==> src/rtl/spi_ram_arbiter_if.sv <==
// Signal bundle for spi_ram_arbiter: SPI command/response, host request port
// and the single-port RAM side. The slave modport is the arbiter's view.
interface spi_ram_arbiter_if #(
  parameter int ADDR_SIZE = 8
);
  logic [9:0]           spi_rx_data;
  logic                 spi_rx_valid;
  logic [7:0]           spi_tx_data;
  logic                 spi_tx_valid;
  logic                 host_req;
  logic                 host_we;
  logic [ADDR_SIZE-1:0] host_addr;
  logic [7:0]           host_wdata;
  logic                 host_gnt;
  logic [7:0]           host_rdata;
  logic                 host_rvalid;
  logic                 ram_en;
  logic                 ram_we;
  logic [ADDR_SIZE-1:0] ram_addr;
  logic [7:0]           ram_wdata;
  logic [7:0]           ram_rdata;
  logic                 spi_ovf;

  modport slave (
    input  spi_rx_data, spi_rx_valid, host_req, host_we, host_addr, host_wdata, ram_rdata,
    output spi_tx_data, spi_tx_valid, host_gnt, host_rdata, host_rvalid,
           ram_en, ram_we, ram_addr, ram_wdata, spi_ovf
  );

  modport master (
    output spi_rx_data, spi_rx_valid, host_req, host_we, host_addr, host_wdata, ram_rdata,
    input  spi_tx_data, spi_tx_valid, host_gnt, host_rdata, host_rvalid,
           ram_en, ram_we, ram_addr, ram_wdata, spi_ovf
  );
endinterface

==> src/rtl/spi_ram_arbiter.sv <==
// Round-robin arbiter sharing one single-port RAM between an SPI command
// stream (one pending access slot) and a level-requesting host port.
module spi_ram_arbiter #(
  parameter int ADDR_SIZE = 8
) (
  input logic              clk,
  input logic              rst,
  spi_ram_arbiter_if.slave bus
);
  typedef enum logic [1:0] {
    IDLE     = 2'd0,
    GNT_SPI  = 2'd1,
    GNT_HOST = 2'd2,
    RD_RET   = 2'd3
  } state_t;

  state_t               state_r, state_nxt_s;
  logic [ADDR_SIZE-1:0] wr_addr_r, rd_addr_r, host_addr_r;
  logic [7:0]           spi_wdata_r, host_wdata_r, spi_tx_data_r, host_rdata_r;
  logic                 spi_pend_r, spi_rd_r, spi_ovf_r, spi_last_r;
  logic                 srv_host_r, host_we_r, spi_tx_valid_r, host_rvalid_r;
  logic                 spi_acc_s, ram_en_s, ram_we_s, host_gnt_s;
  logic [ADDR_SIZE-1:0] ram_addr_s;
  logic [7:0]           ram_wdata_s;

  // Opcodes 01 and 11 both have bit 8 set: they are the RAM-access commands.
  assign spi_acc_s = bus.spi_rx_valid & bus.spi_rx_data[8];

  // SPI command decode: address registers and the single pending-access slot
  always_ff @(posedge clk) begin
    if (rst) begin
      wr_addr_r   <= '0;
      rd_addr_r   <= '0;
      spi_wdata_r <= 8'h00;
      spi_pend_r  <= 1'b0;
      spi_rd_r    <= 1'b0;
      spi_ovf_r   <= 1'b0;
    end else begin
      if (bus.spi_rx_valid) begin
        case (bus.spi_rx_data[9:8])
          2'b00:   wr_addr_r   <= ADDR_SIZE'(bus.spi_rx_data[7:0]);
          2'b01:   spi_wdata_r <= bus.spi_rx_data[7:0];
          2'b10:   rd_addr_r   <= ADDR_SIZE'(bus.spi_rx_data[7:0]);
          default: ;
        endcase
      end
      if (spi_acc_s) begin
        spi_pend_r <= 1'b1;
        spi_rd_r   <= bus.spi_rx_data[9];
        if (spi_pend_r) begin
          spi_ovf_r <= 1'b1;
        end
      end else if (state_r == GNT_SPI) begin
        spi_pend_r <= 1'b0;
      end
    end
  end

  // Next-state: arbitration in IDLE, reads detour through RD_RET
  always_comb begin
    state_nxt_s = state_r;
    case (state_r)
      IDLE: begin
        if (spi_pend_r && bus.host_req) begin
          if (spi_last_r) begin
            state_nxt_s = GNT_HOST;
          end else begin
            state_nxt_s = GNT_SPI;
          end
        end else if (spi_pend_r) begin
          state_nxt_s = GNT_SPI;
        end else if (bus.host_req) begin
          state_nxt_s = GNT_HOST;
        end else begin
          state_nxt_s = IDLE;
        end
      end
      GNT_SPI: begin
        if (spi_rd_r) begin
          state_nxt_s = RD_RET;
        end else begin
          state_nxt_s = IDLE;
        end
      end
      GNT_HOST: begin
        if (host_we_r) begin
          state_nxt_s = IDLE;
        end else begin
          state_nxt_s = RD_RET;
        end
      end
      RD_RET:  state_nxt_s = IDLE;
      default: state_nxt_s = IDLE;
    endcase
  end

  // State, round-robin pointer, host field latch and read-data return
  always_ff @(posedge clk) begin
    if (rst) begin
      state_r        <= IDLE;
      spi_last_r     <= 1'b0;
      srv_host_r     <= 1'b0;
      host_we_r      <= 1'b0;
      host_addr_r    <= '0;
      host_wdata_r   <= 8'h00;
      spi_tx_data_r  <= 8'h00;
      host_rdata_r   <= 8'h00;
      spi_tx_valid_r <= 1'b0;
      host_rvalid_r  <= 1'b0;
    end else begin
      state_r        <= state_nxt_s;
      spi_tx_valid_r <= 1'b0;
      host_rvalid_r  <= 1'b0;
      if (state_r == IDLE && state_nxt_s == GNT_HOST) begin
        host_we_r    <= bus.host_we;
        host_addr_r  <= bus.host_addr;
        host_wdata_r <= bus.host_wdata;
        srv_host_r   <= 1'b1;
        spi_last_r   <= 1'b0;
      end else if (state_r == IDLE && state_nxt_s == GNT_SPI) begin
        srv_host_r   <= 1'b0;
        spi_last_r   <= 1'b1;
      end
      if (state_r == RD_RET) begin
        if (srv_host_r) begin
          host_rdata_r  <= bus.ram_rdata;
          host_rvalid_r <= 1'b1;
        end else begin
          spi_tx_data_r  <= bus.ram_rdata;
          spi_tx_valid_r <= 1'b1;
        end
      end
    end
  end

  // RAM strobe and fields are a pure decode of the grant state
  always_comb begin
    ram_en_s    = 1'b0;
    ram_we_s    = 1'b0;
    ram_addr_s  = '0;
    ram_wdata_s = 8'h00;
    host_gnt_s  = 1'b0;
    case (state_r)
      GNT_SPI: begin
        ram_en_s    = 1'b1;
        ram_we_s    = ~spi_rd_r;
        ram_addr_s  = spi_rd_r ? rd_addr_r : wr_addr_r;
        ram_wdata_s = spi_wdata_r;
      end
      GNT_HOST: begin
        ram_en_s    = 1'b1;
        ram_we_s    = host_we_r;
        ram_addr_s  = host_addr_r;
        ram_wdata_s = host_wdata_r;
        host_gnt_s  = 1'b1;
      end
      default: ;
    endcase
  end

  // Single-bit outputs are forced low for as long as reset is high.
  assign bus.ram_en       = ram_en_s & ~rst;
  assign bus.ram_we       = ram_we_s & ~rst;
  assign bus.host_gnt     = host_gnt_s & ~rst;
  assign bus.spi_tx_valid = spi_tx_valid_r & ~rst;
  assign bus.host_rvalid  = host_rvalid_r & ~rst;
  assign bus.spi_ovf      = spi_ovf_r & ~rst;
  assign bus.ram_addr     = ram_addr_s;
  assign bus.ram_wdata    = ram_wdata_s;
  assign bus.spi_tx_data  = spi_tx_data_r;
  assign bus.host_rdata   = host_rdata_r;
endmodule

==> src/flat_wrapper.sv <==
// flat-port wrapper written by rule: the top's interface ports become plain ports
module spi_ram_arbiter_flat 
#(
  parameter int ADDR_SIZE = 8
)
  (clk, rst, bus_spi_rx_data, bus_spi_rx_valid, bus_host_req, bus_host_we, bus_host_addr, bus_host_wdata, bus_ram_rdata, bus_spi_tx_data, bus_spi_tx_valid, bus_host_gnt, bus_host_rdata, bus_host_rvalid, bus_ram_en, bus_ram_we, bus_ram_addr, bus_ram_wdata, bus_spi_ovf);
  spi_ram_arbiter_if #(.ADDR_SIZE(ADDR_SIZE)) bus_i ();
  input logic clk;
  input logic rst;
  input wire logic [$bits(bus_i.spi_rx_data)-1:0] bus_spi_rx_data;
  input wire logic [$bits(bus_i.spi_rx_valid)-1:0] bus_spi_rx_valid;
  input wire logic [$bits(bus_i.host_req)-1:0] bus_host_req;
  input wire logic [$bits(bus_i.host_we)-1:0] bus_host_we;
  input wire logic [$bits(bus_i.host_addr)-1:0] bus_host_addr;
  input wire logic [$bits(bus_i.host_wdata)-1:0] bus_host_wdata;
  input wire logic [$bits(bus_i.ram_rdata)-1:0] bus_ram_rdata;
  output wire logic [$bits(bus_i.spi_tx_data)-1:0] bus_spi_tx_data;
  output wire logic [$bits(bus_i.spi_tx_valid)-1:0] bus_spi_tx_valid;
  output wire logic [$bits(bus_i.host_gnt)-1:0] bus_host_gnt;
  output wire logic [$bits(bus_i.host_rdata)-1:0] bus_host_rdata;
  output wire logic [$bits(bus_i.host_rvalid)-1:0] bus_host_rvalid;
  output wire logic [$bits(bus_i.ram_en)-1:0] bus_ram_en;
  output wire logic [$bits(bus_i.ram_we)-1:0] bus_ram_we;
  output wire logic [$bits(bus_i.ram_addr)-1:0] bus_ram_addr;
  output wire logic [$bits(bus_i.ram_wdata)-1:0] bus_ram_wdata;
  output wire logic [$bits(bus_i.spi_ovf)-1:0] bus_spi_ovf;
  assign bus_i.spi_rx_data = bus_spi_rx_data;
  assign bus_i.spi_rx_valid = bus_spi_rx_valid;
  assign bus_i.host_req = bus_host_req;
  assign bus_i.host_we = bus_host_we;
  assign bus_i.host_addr = bus_host_addr;
  assign bus_i.host_wdata = bus_host_wdata;
  assign bus_i.ram_rdata = bus_ram_rdata;
  assign bus_spi_tx_data = bus_i.spi_tx_data;
  assign bus_spi_tx_valid = bus_i.spi_tx_valid;
  assign bus_host_gnt = bus_i.host_gnt;
  assign bus_host_rdata = bus_i.host_rdata;
  assign bus_host_rvalid = bus_i.host_rvalid;
  assign bus_ram_en = bus_i.ram_en;
  assign bus_ram_we = bus_i.ram_we;
  assign bus_ram_addr = bus_i.ram_addr;
  assign bus_ram_wdata = bus_i.ram_wdata;
  assign bus_spi_ovf = bus_i.spi_ovf;
  spi_ram_arbiter #(.ADDR_SIZE(ADDR_SIZE)) u_core (.clk(clk), .rst(rst), .bus(bus_i));
endmodule
==> config.mk <==
export PLATFORM = sky130hd
export DESIGN_NAME = spi_ram_arbiter_flat
export DESIGN_NICKNAME = d
export VERILOG_FILES = /design/src/rtl/spi_ram_arbiter_if.sv /design/src/rtl/spi_ram_arbiter.sv /design/src/flat_wrapper.sv
export SDC_FILE = /design/constraint.sdc
export NUM_CORES = 1
export LEC_CHECK = 0
export CAP_MARGIN = 40
export CORE_UTILIZATION = 40
export CTS_BUF_LIST = sky130_fd_sc_hd__clkbuf_8
export CTS_CLUSTER_SIZE = 24
export DETAILED_ROUTE_END_ITERATION = 7
export HOLD_SLACK_MARGIN = 0.02
export PLACE_DENSITY = 0.64
export SLEW_MARGIN = 10
export SYNTH_ARGS = -nofsm -noshare
export SYNTH_HDL_FRONTEND = slang
export SYNTH_SLANG_ARGS = --single-unit
==> constraint.sdc <==
create_clock -name clk -period 4.2 [get_ports clk]
set_clock_uncertainty 0.2 [all_clocks]
set_input_delay 0.84 -clock clk [delete_from_list [all_inputs] [get_ports clk]]
set_output_delay 0.84 -clock clk [all_outputs]
set_load 0.01 [all_outputs]
==> impl_metrics.yaml, run 1 <==
status:
  run_status: "completed"
setup_path:
  r2r_start: "u_core.state_r[1]"
  critPathRequiredTime_ps: 3160
  worstPathArrival_ps: 2320
  crit_path_end_kind: "primary output"
  crit_type: "register to primary output"
  startpoint: "u_core.state_r[0]"
  critPathMaxFanout: 19
  crit_path_start_kind: "register"
clocking:
  worstSkewPairLatency_ps: 340
  cts_tree: "built"
  root_buffer: "clkbuf_8"
  cts_setup_buffers: 0
  clkSlewWorstSetupHoldPaths_ps: 70
  cts_hold_buf: 0
  numCtsBuffers: 9
  clockBufferDepth: 2
  cts_max_level: 3
  cts_resized: 0
  cts_sinks: 66
yosys:
  async_flop_share_pct: 0
  synth_seq_cells: 66
  ys_seq_area_share_pct: 44.30
  synth_enable_flop_cells: 0
  ys.flop_type: "dfxtp_1"
  avgSynthCellArea_um2: 9.206
  synth_nets: 368
  syn_inst: 324
  synthesis.area_um2: 2983
  ys_warn_count: 0
  ys_types: 29
drt:
  routed_via_density: 4.891
  wl_mm: 7.003
  first_pass_iters: 4
  route.detailed.drc: 0
  drt-initial-drc-count: 157
  wl_per_cell_um: 14.15
  vias: 2421
  final_antenna_net_count: 0
min_path:
  worstHoldStart: "u_core.bus.spi_tx_data[6]"
  hp-class: "register to register"
job:
  drv_cap: 0
grt:
  globalRouteOverflowTotal: 0
  grt_pass1_vias: 2250
  grt_pass1_wl_mm: 11.23
  grt_start_max_net_pins: 64
  grt_usage_pct: 19.19
  antenna_found_initial: 0
timing:
  hold_violations: 0
  maxSlewHeadroom_pct: 53.59
  tightest_slew_ps: 696.1
  finalCritPeriodShare_pct: 79.93
  finalSetupViolations: 0
  rsz0062_at_grt: "no"
  slew_violations: 0
  max_freq_mhz: 297.9
  fin_setup_tns_ps: 0
  layout_min_cycle_time_ps: 3357
cells_and_area:
  layout-drive-gt1-share_pct: 5.556
  nFillCells: 708
  antenna_cells: 0
  syn2layout_area_growth_pct: 33.14
  nNetsFinal: 435
  final_cell_area_um2: 3971
  utilization_pct: 55.05
power:
  p_leak_nw: 1.490
  max-vdd-ir-drop_mv: 0.1894
  pwr_density_cell_nw_per_um2: 351.8
place:
  place_area_um2: 3766
  numPortBuffers: 76
  place_congestion: 0.7563
  hpwlAfterDp_mm: 4.843
die:
  die_y_um: 88.36
  core-area_um2: 7214
  ioPinCount: 77
  die_x_um: 88.36
  start_util_pct: 41.35
  fp.dieArea_um2: 7807
  std_cell_rows: 31
## power by group
| part | leakage (nW) | internal, mW | switching, mW | total [mW] |
|---|---|---|---|---|
| Sequential | 0.537 | 0.654 | 0.0238 | 0.678 |
| Clock | 0.103 | 0.303 | 0.236 | 0.539 |
| Combinational | 0.851 | 0.0971 | 0.0830 | 0.180 |
| Total | 1.49 | 1.05 | 0.343 | 1.40 |
## synthesized netlist by cell type, types with 2 or more instances
| library cell | number | area [um^2] |
|---|---|---|
| buf_2 | 10 | 50.05 |
| inv_1 | 2 | 7.510 |
| nand3b_1 | 2 | 15.01 |
| nor2b_1 | 22 | 137.6 |
| a22oi_1 | 16 | 120.1 |
| ha_1 | 5 | 62.56 |
| a31oi_1 | 2 | 12.51 |
| a21oi_1 | 20 | 100.1 |
| mux2i_1 | 41 | 410.4 |
| dfxtp_1 | 66 | 1321 |
| buf_1 | 2 | 7.510 |
| nand2b_1 | 37 | 231.5 |
| nand3_1 | 10 | 50.05 |
| nand2_1 | 31 | 116.4 |
| nor2_1 | 28 | 105.1 |
| clkbuf_1 | 10 | 37.54 |
| mux2_1 | 8 | 90.09 |
## kinds of logic (layout without fill, tap and decap cells)
logic type	Yosys count	in the layout	synth area share, %
mux	49	49	16.78
simple gates	133	133	22.65
compound gates	44	44	9.564
buf+inv	27	99	4.614
fa+ha+maj	5	5	2.097
flops	66	66	44.30
## flip-flops by register name, indices dropped and copies added (netlist names)
name	count
u_core.host_we_r	1
u_core.bus.host_rdata	8
u_core.bus.spi_tx_data	8
u_core.host_addr_r	8
u_core.spi_wdata_r	8
u_core.spi_rd_r	1
u_core.spi_pend_r	1
u_core.srv_host_r	1
u_core.host_wdata_r	8
u_core.spi_tx_valid_r	1
u_core.spi_last_r	1
u_core.state_r	2
u_core.wr_addr_r	8
u_core.spi_ovf_r	1
u_core.host_rvalid_r	1
u_core.rd_addr_r	8
## metrics by stage
step	worst slack (ps)	hold WS, ps	std cells	power, mW
global placement	1210	241.8	479	0.8708
global route	666.3	279.9	495	1.459
floorplan	1831	229.0	324	0.8019
finish	842.8	254.7	495	1.397
CTS	821.9	261.9	495	1.418
detailed placement	1199	250.5	479	0.8727
## cell type report
class / count / area, um^2 / area share, %
Inverter: 3 / 11.26 / 0.2836
Tap cell: 99 / 123.9 / 3.119
Timing Repair Buffer: 80 / 785.8 / 19.79
Sequential cell: 66 / 1321 / 33.27
Clock inverter: 5 / 53.80 / 1.355
Clock buffer: 11 / 151.4 / 3.812
Multi-Input combinational cell: 231 / 1524 / 38.37
## cell usage in the layout, fill, tap and decap left out, types with 3 or more instances in the layout
| master | instances |
|---|---|
| nor2b_1 | 22 |
| clkdlybuf4s50_1 | 75 |
| mux2i_1 | 41 |
| nand2b_1 | 37 |
| inv_1 | 3 |
| nand3_1 | 10 |
| nand2_1 | 31 |
| clkbuf_8 | 11 |
| dfxtp_1 | 66 |
| buf_4 | 4 |
| a22oi_1 | 16 |
| a21oi_1 | 20 |
| mux2_1 | 8 |
| ha_1 | 5 |
| nor2_1 | 28 |
## critical path, stage by stage (launching register included)
cell             delay (ps)
dfxtp_1                 330
inv_1                   100
ha_1                    620
a22oi_1                 210
nor2b_1                 170
clkdlybuf4s50_1         550
## worst paths after layout
path,end,slack [ps],depth (start not counted)
max,bus_ram_addr[0],840,5
min,u_core.bus.spi_tx_data[6],250,2
max reg2reg,u_core.bus.spi_tx_data[4],2290,4
min reg2reg,u_core.bus.spi_tx_data[6],250,2
## per-layer routing
layer	global-route usage (%)	routed length, um
met1	27.18	3484
met2	27.76	3046
met3	5.784	388
met4	6.305	82
met5	0	0
(Power assumes the default switching activity.)
==> run 2: changes to the inputs <==
==> constraint.sdc (replaced) <==
create_clock -name clk -period 3.5 [get_ports clk]
set_clock_uncertainty 0.2 [all_clocks]
set_input_delay 0.7 -clock clk [delete_from_list [all_inputs] [get_ports clk]]
set_output_delay 0.7 -clock clk [all_outputs]
set_load 0.01 [all_outputs]
==> impl_metrics.yaml, run 2 (synthesis gave the netlist of run 1 again) <==
min_path:
  hold_end: "u_core.bus.host_rdata[0]"
  hp-class: "register to register"
  worstHoldStart: "u_core.bus.host_rdata[0]"
  whs_path_depth: 2
drt:
  wl_mm: 7.144
  vias: 2429
  final_antenna_net_count: 0
  wl_met3_um: 331
  first_pass_iters: 5
  routed_via_density: 4.907
  route.detailed.drc: 0
  wl_per_cell_um: 14.43
  dr_wl_met2_mm: 3.176
  met1_length_mm: 3.605
  drt-initial-drc-count: 132
  top_layer: "met4"
clocking:
  cts_hold_buf: 0
  clkSlewWorstSetupHoldPaths_ps: 80
  cts_sinks: 66
  numCtsBuffers: 9
  root_buffer: "clkbuf_8"
  cts_max_level: 3
  cts_setup_buffers: 0
  cts_tree: "built"
  cts_resized: 0
  clockBufferDepth: 2
  worstSkewPairLatency_ps: 330
job:
  drv_cap: 0
power:
  power.total_mw: 1.745
  p_leak_nw: 1.497
  max-vdd-ir-drop_mv: 0.2221
  pwr_density_cell_nw_per_um2: 437.5
timing:
  hold_violations: 0
  finalCritPeriodShare_pct: 91.49
  rsz0062_at_grt: "no"
  fin_hold_ws_ps: 260.9
  layout_min_cycle_time_ps: 3202
  maxSlewHeadroom_pct: 54.68
  tightest_slew_ps: 679.9
  max_freq_mhz: 312.3
  fin_setup_tns_ps: 0
  finalSetupViolations: 0
  slew_violations: 0
setup_path:
  critical_path.top_delay_family: "buffers and inverters"
  critPathMaxFanout: 17
  crit_type: "register to primary output"
  critPathRequiredTime_ps: 2600
  crit_path_end_kind: "primary output"
  critPathBufInv: 2
  crit_path_start_kind: "register"
  ff2ff_setup_slack_ps: 1600
  r2r_start: "u_core.state_r[1]"
  worst_r2r_endpoint: "u_core.bus.spi_tx_data[4]"
  slowest_stage: "ha_1"
  rr_worst_depth: 4
  worstPathArrival_ps: 2300
  worstPathCellList: "inv_1 -> ha_1 -> nor2b_1 -> a21boi_1 -> clkdlybuf4s50_1"
  critPathMaxStageDelay_ps: 550
place:
  numPortBuffers: 76
  place_congestion: 0.7456
  hpwlAfterDp_mm: 5.008
cells_and_area:
  syn2layout_area_growth_pct: 33.72
  layout-drive-gt1-share_pct: 5.808
  nFillCells: 691
  final_common_cell: "clkdlybuf4s50_1"
  nNetsFinal: 435
  antenna_cells: 0
  final_cell_mix: "clkdlybuf4s50_1, dfxtp_1, mux2i_1"
grt:
  globalRouteOverflowTotal: 0
  grt_pass1_wl_mm: 11.41
  grt_pass1_vias: 2258
  grt_usage_pct: 19.48
  antenna_found_initial: 0
  grt_start_max_net_pins: 64
die:
  core-area_um2: 7214
  fp.dieArea_um2: 7807
  die_x_um: 88.36
  start_util_pct: 41.35
  ioPinCount: 77
  std_cell_rows: 31
  die_y_um: 88.36
status:
  run_status: "completed"
[run 2: per-layer routing]
| layer | track usage [%] | vias to the layer above |
|---|---|---|
| met5 | 0 | - |
| met4 | 5.279 | 0 |
| met3 | 5.131 | 2 |
| li1 | - | 1223 |
| met2 | 29.79 | 52 |
| met1 | 27.17 | 1152 |
[run 2: power breakdown]
group	total [mW]	switching, mW	internal, mW	leakage [nW]
logic	0.217	0.100	0.117	0.851
registers	0.813	0.0282	0.785	0.537
clock network	0.715	0.309	0.406	0.110
[run 2: area by class of cell]
cell class | instances | area, um^2 | share of cell area (%)
multi-input combinational | 231 | 1524 | 38.21
sequential | 66 | 1321 | 33.12
timing repair buffer | 80 | 785.8 | 19.70
clock buffer | 9 | 123.9 | 3.105
tap | 99 | 123.9 | 3.105
clock inverter | 7 | 98.84 | 2.478
inverter | 3 | 11.26 | 0.2823
[run 2: through the flow]
stage / cells / util [%] / area (um^2) / worst slack [ps]
6_report: 495 / 55.29 / 3989 / 297.7
3_5_place_dp: 479 / 52.20 / 3766 / 650.3
4_1_cts: 495 / 55.29 / 3989 / 252.3
3_3_place_gp: 479 / 52.20 / 3766 / 657.4
5_1_grt: 495 / 55.29 / 3989 / 74.00
2_1_floorplan: 324 / - / 2983 / 1301
[run 2: how the worst max path moves through the flow]
stage / start / end / slack [ps] / cells after the start
finish: u_core.state_r[1] / bus_ram_we / 300 / 5
global route: u_core.state_r[0] / bus_ram_we / 70 / 5
detailed placement: u_core.state_r[1] / bus_ram_we / 650 / 5
global placement: u_core.state_r[1] / bus_ram_we / 660 / 5
CTS: u_core.state_r[1] / bus_ram_we / 250 / 5
floorplan: u_core.state_r[0] / bus_ram_addr[0] / 1300 / 6
[run 2: tightest hold or removal path, stage by stage, from the launching register on]
cell	delay [ps]
dfxtp_1	320
nand2_1	50
a21oi_1	50
==> run 3: changes to the inputs <==
--- a/config.mk
+++ b/config.mk
@@ -5,6 +5,7 @@
 export SDC_FILE = /design/constraint.sdc
 export NUM_CORES = 1
 export LEC_CHECK = 0
+export ABC_AREA = 1
 export CAP_MARGIN = 40
 export CORE_UTILIZATION = 40
 export CTS_BUF_LIST = sky130_fd_sc_hd__clkbuf_8
==> impl_metrics.yaml, run 3 <==
setup_path:
  crit_path_end_kind: "primary output"
  critPathRequiredTime_ps: 2600
  critPathMaxStageDelay_ps: 550
  worstPathArrival_ps: 2200
  crit_path_start_kind: "register"
  critPathMaxFanout: 10
  worstPathCellList: "inv_1 -> ha_1 -> clkinv_1 -> nor3_2 -> clkdlybuf4s50_1"
  crit_type: "register to primary output"
  critical_path.top_delay_family: "buffers and inverters"
  slowest_stage: "clkdlybuf4s50_1"
  critPathBufInv: 3
drt:
  wl_mm: 7.181
  routed_via_density: 4.521
  vias: 2717
  wl_per_cell_um: 11.95
  first_pass_iters: 4
  route.detailed.drc: 0
  drt-initial-drc-count: 113
  final_antenna_net_count: 0
grt:
  grt_start_max_net_pins: 39
  grt_usage_pct: 19.78
  globalRouteOverflowTotal: 0
  grt_pass1_wl_mm: 11.58
  grt_pass1_vias: 2400
  antenna_found_initial: 0
timing:
  finalCritPeriodShare_pct: 88.66
  layout_min_cycle_time_ps: 3103
  slew_violations: 0
  maxSlewHeadroom_pct: 71.50
  tightest_slew_ps: 427.5
  hold_violations: 0
  finalSetupViolations: 0
  fin_hold_ws_ps: 281.5
  fin_setup_tns_ps: 0
  rsz0062_at_grt: "no"
  max_freq_mhz: 322.3
yosys:
  synthesis.area_um2: 2945
  async_flop_share_pct: 0
  ys_top_cells_by_count: "nor2_1, nand2_1, dfxtp_1, o21ai_0, inv_1"
  synth_area_leader_cell: "dfxtp_1"
  synth_enable_flop_cells: 0
  yosysMostFrequentCell: "nor2_1"
  synth_nets: 467
  yosys-top-cells-area: "dfxtp_1, nor2_1, nand2_1"
  ys_seq_area_share_pct: 44.86
  avgSynthCellArea_um2: 6.963
  ys_warn_count: 0
  ys_types: 25
  ys.flop_type: "dfxtp_1"
  synth_top_area_share_pct: 44.86
  synth_seq_cells: 66
  syn_inst: 423
die:
  core-area_um2: 6944
  start_util_pct: 42.41
  die_x_um: 87.81
  std_cell_rows: 30
  die_y_um: 87.81
  ioPinCount: 77
  fp.dieArea_um2: 7711
cells_and_area:
  nFillCells: 705
  syn2layout_area_growth_pct: 33.81
  final_common_cell: "nor2_1"
  nNetsFinal: 545
  layout-drive-gt1-share_pct: 8.911
  final_cell_area_um2: 3941
  final_cell_mix: "nor2_1, nand2_1, clkdlybuf4s50_1"
  antenna_cells: 0
clocking:
  cts_tree: "built"
  clockBufferDepth: 2
  cts_max_level: 3
  worstSkewPairLatency_ps: 340
  cts_resized: 0
  root_buffer: "clkbuf_8"
  cts_setup_buffers: 0
  cts_sinks: 66
  clkSlewWorstSetupHoldPaths_ps: 70
  numCtsBuffers: 9
  cts_hold_buf: 0
place:
  hpwlAfterDp_mm: 5.070
  numPortBuffers: 76
  place_area_um2: 3770
  place_congestion: 0.7946
job:
  drv_cap: 0
min_path:
  hp-class: "register to register"
status:
  run_status: "completed"
power:
  pwr_density_cell_nw_per_um2: 421.3
  max-vdd-ir-drop_mv: 0.2373
  p_leak_nw: 1.716
==> run 3: cell types whose count changed after synthesis, sizes merged, moves of 7 or more <==
cell,previous run,this run
nor2b,22,0
o21ai,0,41
nor2,28,126
mux2,8,0
a21oi,20,13
nand2b,37,0
inv,3,43
clkbuf,10,3
a22oi,16,0
mux2i,41,0
nand2,31,97
==> run 3: layer usage <==
| layer | GRT usage (%) | share of wire (%) | vias up |
|---|---|---|---|
| met4 | 7.601 | 1.6 | 0 |
| met1 | 26.10 | 48 | 1213 |
| met3 | 5.655 | 3.6 | 11 |
| li1 | - | - | 1446 |
| met5 | 0 | 0 | - |
| met2 | 30.58 | 46 | 47 |
==> run 3: final timing paths <==
kind,from,endpoint,slack [ps],cells after the start
worst max-delay path,u_core.state_r[0],bus_ram_we,400,5
worst min-delay path,u_core.rd_addr_r[6],u_core.rd_addr_r[6],280,2
worst max register to register,u_core.state_r[0],u_core.state_r[0],1740,7
worst min register to register,u_core.rd_addr_r[6],u_core.rd_addr_r[6],280,2
==> run 3: area by class of cell <==
type                    instances  area [um^2]  area share [%]
flip-flops and latches         66         1321           33.52
repair buffers                 81        823.3           20.89
inverters                      47        178.9           4.540
clock buffers                  11        151.4           3.841
clock inverters                 4        20.02          0.5079
multi-input cells             296         1326           33.65
well taps                      96        120.1           3.048
==> run 3: worst register-to-register path, delay by kind of cell (launching register included) <==
family | cells | cell delay, ps
fa+ha+maj | 1 | 420
buf+inv | 3 | 360
flops | 1 | 340
compound gates | 2 | 290
simple gates | 1 | 80
==> run 3: kinds of logic (layout without fill, tap and decap cells) <==
kind of cell | Yosys count | in the layout | synth area share, %
AO/OA/AOI/OAI | 57 | 57 | 9.983
buffers and inverters | 61 | 143 | 10.11
adder cells (fa/ha/maj) | 5 | 5 | 2.124
flip-flops | 66 | 66 | 44.86
AND/OR/NAND/NOR | 234 | 234 | 32.92
==> run 3: stage by stage <==
| stage | util (%) | total power [mW] | setup WS (ps) | instances |
|---|---|---|---|---|
| 2_1_floorplan | - | 1.017 | 1291 | 423 |
| 3_3_place_gp | 54.29 | 1.116 | 581.1 | 586 |
| 3_5_place_dp | 54.29 | 1.121 | 588.4 | 586 |
| 4_1_cts | 56.76 | 1.682 | 345.2 | 601 |
| 5_1_grt | 56.76 | 1.758 | 248.1 | 601 |
| 6_report | 56.76 | 1.660 | 396.9 | 601 |
==> run 3: power breakdown <==
group          switching (mW)  internal, mW
Sequential             0.0274         0.801
Clock                   0.272         0.285
Combinational           0.155         0.120
Total                   0.455          1.21
